## src/rtl/imem_boot_loader.sv

```systemverilog
// rtl/imem_boot_loader.sv - framed byte-stream loader that fills instruction memory and releases the core
module imem_boot_loader #(
   parameter int unsigned DEPTH_LOG2     = 8,
   parameter logic [31:0] BASE_ADDR      = 32'h0000_0000,
   parameter int unsigned TIMEOUT_CYCLES = 100000
) (
   input  logic        clk_i,
   input  logic        reset_i,
   input  logic        in_valid_i,
   input  logic [7:0]  in_data_i,
   output logic        in_ready_o,
   output logic        imem_we_o,
   output logic [31:0] imem_addr_o,
   output logic [31:0] imem_wdata_o,
   output logic        cpu_reset_o,
   output logic        boot_done_o,
   output logic        boot_error_o,
   output logic [1:0]  err_code_o,
   output logic [15:0] words_loaded_o
);

   localparam int unsigned TW = $clog2(TIMEOUT_CYCLES + 1);
   localparam logic [16:0] MAX_WORDS = 17'd1 << DEPTH_LOG2;

   typedef enum logic [2:0] {S_LEN0, S_LEN1, S_DATA, S_CSUM, S_DONE, S_ERR} state_t;

   state_t        state_q, state_d;
   logic [15:0]   len_q, len_d;
   logic [31:0]   asm_q, asm_d;
   logic [1:0]    bidx_q, bidx_d;
   logic [7:0]    csum_q, csum_d;
   logic [TW-1:0] tmo_q, tmo_d;
   logic [1:0]    err_q, err_d;
   logic          we_q, we_d;
   logic [31:0]   addr_q, addr_d;
   logic [31:0]   wdata_q, wdata_d;
   logic [15:0]   wl_q, wl_d;
   logic          ready_q, cpu_reset_q, done_q, error_q;
   logic          accept, timed;
   logic [15:0]   n;

   always_comb begin
      state_d = state_q;
      len_d   = len_q;
      asm_d   = asm_q;
      bidx_d  = bidx_q;
      csum_d  = csum_q;
      tmo_d   = tmo_q;
      err_d   = err_q;
      we_d    = 1'b0;
      addr_d  = addr_q;
      wdata_d = wdata_q;
      wl_d    = wl_q;
      accept  = in_valid_i && ready_q;
      timed   = state_q inside {S_LEN1, S_DATA, S_CSUM};
      n       = {in_data_i, len_q[7:0]};

      if (timed) tmo_d = accept ? '0 : tmo_q + TW'(1);
      if (accept && (state_q inside {S_LEN0, S_LEN1, S_DATA})) csum_d = csum_q + in_data_i;

      case (state_q)
         S_LEN0: if (accept) begin
            len_d[7:0] = in_data_i;
            state_d    = S_LEN1;
         end
         S_LEN1: if (accept) begin
            len_d[15:8] = in_data_i;
            if (n == 16'd0 || {1'b0, n} > MAX_WORDS) begin
               state_d = S_ERR;
               err_d   = 2'b01;
            end else begin
               state_d = S_DATA;
            end
         end
         S_DATA: if (accept) begin
            // Bytes arrive LSB first, so shifting in from the top leaves the word little-endian.
            asm_d  = {in_data_i, asm_q[31:8]};
            bidx_d = bidx_q + 2'd1;
            if (bidx_q == 2'd3) begin
               we_d    = 1'b1;
               wdata_d = asm_d;
               addr_d  = BASE_ADDR + {14'd0, wl_q, 2'b00};
               wl_d    = wl_q + 16'd1;
               if (wl_q == len_q - 16'd1) state_d = S_CSUM;
            end
         end
         S_CSUM: if (accept) begin
            if (in_data_i == csum_q) begin
               state_d = S_DONE;
            end else begin
               state_d = S_ERR;
               err_d   = 2'b10;
            end
         end
         default: ;
      endcase

      // An idle cycle never coincides with a state change above, so this override is safe.
      if (timed && !accept && tmo_q == TW'(TIMEOUT_CYCLES - 1)) begin
         state_d = S_ERR;
         err_d   = 2'b11;
      end
   end

   always_ff @(posedge clk_i) begin
      if (reset_i) begin
         state_q     <= S_LEN0;
         len_q       <= '0;
         asm_q       <= '0;
         bidx_q      <= '0;
         csum_q      <= '0;
         tmo_q       <= '0;
         err_q       <= '0;
         we_q        <= 1'b0;
         addr_q      <= BASE_ADDR;
         wdata_q     <= '0;
         wl_q        <= '0;
         ready_q     <= 1'b1;
         cpu_reset_q <= 1'b1;
         done_q      <= 1'b0;
         error_q     <= 1'b0;
      end else begin
         state_q     <= state_d;
         len_q       <= len_d;
         asm_q       <= asm_d;
         bidx_q      <= bidx_d;
         csum_q      <= csum_d;
         tmo_q       <= tmo_d;
         err_q       <= err_d;
         we_q        <= we_d;
         addr_q      <= addr_d;
         wdata_q     <= wdata_d;
         wl_q        <= wl_d;
         ready_q     <= (state_d != S_DONE);
         cpu_reset_q <= (state_d != S_DONE);
         done_q      <= (state_d == S_DONE);
         error_q     <= (state_d == S_ERR);
      end
   end

   assign in_ready_o     = ready_q;
   assign imem_we_o      = we_q;
   assign imem_addr_o    = addr_q;
   assign imem_wdata_o   = wdata_q;
   assign cpu_reset_o    = cpu_reset_q;
   assign boot_done_o    = done_q;
   assign boot_error_o   = error_q;
   assign err_code_o     = err_q;
   assign words_loaded_o = wl_q;

endmodule

```

## config.mk

```make
export PLATFORM = sky130hd
export DESIGN_NAME = imem_boot_loader
export DESIGN_NICKNAME = d
export VERILOG_FILES = /design/src/rtl/imem_boot_loader.sv
export SDC_FILE = /design/constraint.sdc
export NUM_CORES = 1
export LEC_CHECK = 0
export BUFFER_PORTS_ARGS = -buffer_cell sky130_fd_sc_hd__buf_2
export CAP_MARGIN = 30
export CELL_PAD_IN_SITES_DETAIL_PLACEMENT = 0
export CELL_PAD_IN_SITES_GLOBAL_PLACEMENT = 1
export CORE_AREA = 2 2 155 126
export CTS_BUF_LIST = sky130_fd_sc_hd__clkbuf_8
export DETAILED_ROUTE_END_ITERATION = 6
export DIE_AREA = 0 0 157 128
export PLACE_DENSITY = 0.67
export SYNTH_ARGS = -nofsm -noshare
export SYNTH_HDL_FRONTEND = slang
export SYNTH_SLANG_ARGS = --single-unit
export TNS_END_PERCENT = 30
```

## constraint.sdc

```tcl
create_clock -name clk_i -period 3.1 [get_ports clk_i]
set_input_delay 0.62 -clock clk_i [delete_from_list [all_inputs] [get_ports clk_i]]
set_output_delay 0.62 -clock clk_i [all_outputs]
set_load 0.005 [all_outputs]
```

==> results.ini <==
[synthesis]
async_flop_share=0
yosys.cell_types.count=59
synth_area_um2=6390
ys_warn_count=0
syn_area_per_cell_um2=7.92
synth_most_common_cell=nand2_1
yosysTopAreaCell=dfxtp_1
ys_ff_latch=140
yosysTopAreaCellShare=0.438
synth_flop_cell=dfxtp_1
yosysSeqAreaShare=0.438
synth_edf_count=0
synth_commonest_cells=nand2_1, dfxtp_1, a21oi_1
synthCells=807
synthTopCellsByArea=dfxtp_1, nand2_1, a21oi_1

[routing]
vias=5545
wire_per_inst_um=14.9
route.final.wire_length_um=16900
drtAntennaViolNets=0
first_pass_iters=4
drt_iter0_markers=328
via_per_inst=4.87
drcViolationCount=0

[worst_setup_path]
cp.arrival_ns=2.85
r2r_start=len_q[2]
r2r-end=boot_done_o
path_class=flip-flop to flip-flop
worst-path-max-fanout=9
rrSetupSlack_ns=0.60
end_kind=flip-flop
r2r_cells=6
start_kind=flip-flop
crit_required_ns=3.46

[timing]
fin_hold_ws_ns=0.455
finClkSkew_ns=0.0192
min_period_ns=2.50
fmax_mhz=401
drv_slew=0
min_period_over_period=0.805
rsz0062_at_grt=false
relSlewSlack=0.533
setup_viol=0
fin_setup_tns_ns=0
worstMarginPinSlew_ns=0.695
hold_viol=0

[min_path]
min_to=imem_wdata_o[6]
hold_class=flip-flop to flip-flop
min-delay-start=asm_q[14]
whs_path_depth=2

[clocking]
numCtsBuffers=17
ctsHoldBuffers=0
insertion_delay_ns=0.46
clkTransAtPathRegs_ns=0.09
cts_max_path_buffers=2
cts_resized=0
cts_root_buffer=clkbuf_8
htreeDepth=4
cts_num_sinks=140
cts_tree=built
cts_setup_buffers=0

[grt]
antenna_found_initial=0
grt_pass1_vias=5238
grt_max_degree=62
grt_remaining_overflow=0
grt_pass1_wl_um=28100
grtUsageTotal=0.178

[outcome]
status=finished, final reports clean

[finish]
diodes=0
final_layout_size_suffix_gt1_frac=0.159
fin_nets=891
utilization=0.396
area_growth_pct=15.5
final_area_um2=7380

[floorplan]
die_area_um2=20100
io_pins=98
die_w_um=157
die_y_um=128
rows=45
start_util=0.343
core_um2=18600

[place]
port_buffers=81
dp_hpwl_um=11600
finalWeightedCongestion=0.793
place_area_um2=6970

[power_and_ir_drop]
leakage_nw=2.74
ir_worst_vdd_mv=0.224
powerDensity_nw_per_um2=515

[job]
maxCapViolCount=0

[cells by family (layout without fill, tap and decap cells)]
logic type	after synthesis	after routing	synth area share
multiplexers	8	8	0.0125
AO/OA/AOI/OAI	181	181	0.161
adder cells (fa/ha/maj)	12	12	0.0247
AND/OR/NAND/NOR	345	345	0.251
other	1	16	0.000586
buffers and inverters	82	141	0.0595
XOR/XNOR	38	38	0.0520
flip-flops	140	140	0.438
[metrics by stage]
step	setup slack [ns]	power (mW)	std cells
after global placement	0.581	2.29	1107
final	0.604	3.80	1139
after global routing	0.404	4.00	1139
after detailed placement	0.577	2.29	1107
after CTS	0.586	3.86	1139
after floorplan	0.748	2.20	822
[registers in the layout (all words and copies together) (netlist names)]
| name | flops |
|---|---|
| bidx_q | 2 |
| words_loaded_o | 16 |
| csum_q | 8 |
| boot_error_o | 1 |
| len_q | 16 |
| cpu_reset_o | 1 |
| boot_done_o | 1 |
| imem_we_o | 1 |
| state_q | 3 |
| err_code_o | 2 |
| imem_wdata_o | 32 |
| imem_addr_o | 16 |
| asm_q | 24 |
| tmo_q | 17 |
[routing by layer]
metal	vias up	global-route usage	routed length, um
met5	-	0	0
met4	0	0.0470	132
met3	12	0.0423	697
met2	96	0.259	7160
met1	2577	0.262	8950
li1	2860	-	-
[layout make-up]
cell class / instances / area (um^2)
Inverter: 15 / 56.3
Multi-Input combinational cell: 600 / 3270
Sequential cell: 140 / 2800
Clock inverter: 15 / 179
Fill cell: 1969 / 11300
Clock buffer: 17 / 234
Tap cell: 258 / 323
Timing Repair Buffer: 94 / 518
[layout by cell type (no fill, tap or decap), types with 13 or more instances in the layout]
cell | synthesis | final
dfxtp_1 | 140 | 140
inv_1 | 15 | 15
nor2_1 | 51 | 51
xnor2_1 | 29 | 29
nand2_1 | 184 | 183
or3_1 | 13 | 13
nand4_1 | 15 | 15
buf_4 | 17 | 13
conb_1 | 1 | 16
a21oi_1 | 111 | 111
buf_2 | 1 | 80
nand3_1 | 14 | 14
nor3_1 | 13 | 13
o21ai_0 | 27 | 27
clkbuf_8 | 0 | 17
[worst max-delay path: stages (launching register included)]
cell and delay (ns):
dfxtp_1 0.40, or4_1 0.72, o31ai_2 0.30, a21o_1 0.14
a31oi_1 0.09, or4_4 0.57, and3_1 0.18
[report_power, final]
group	total [mW]	internal, mW	switching (mW)	leakage [nW]
combinational	0.380	0.152	0.228	1.40
clock	1.56	0.746	0.809	0.202
sequential	1.87	1.83	0.0409	1.13
[worst max path at each step]
stage                             from          end  slack, ns
after floorplan               len_q[2]  boot_done_o       0.75
after detailed placement  in_data_i[7]  boot_done_o       0.58
after global placement    in_data_i[7]  boot_done_o       0.58
after CTS                     len_q[2]  boot_done_o       0.59
final                         len_q[2]  boot_done_o       0.60
after global routing          len_q[0]  boot_done_o       0.40
(Power assumes the default switching activity.)
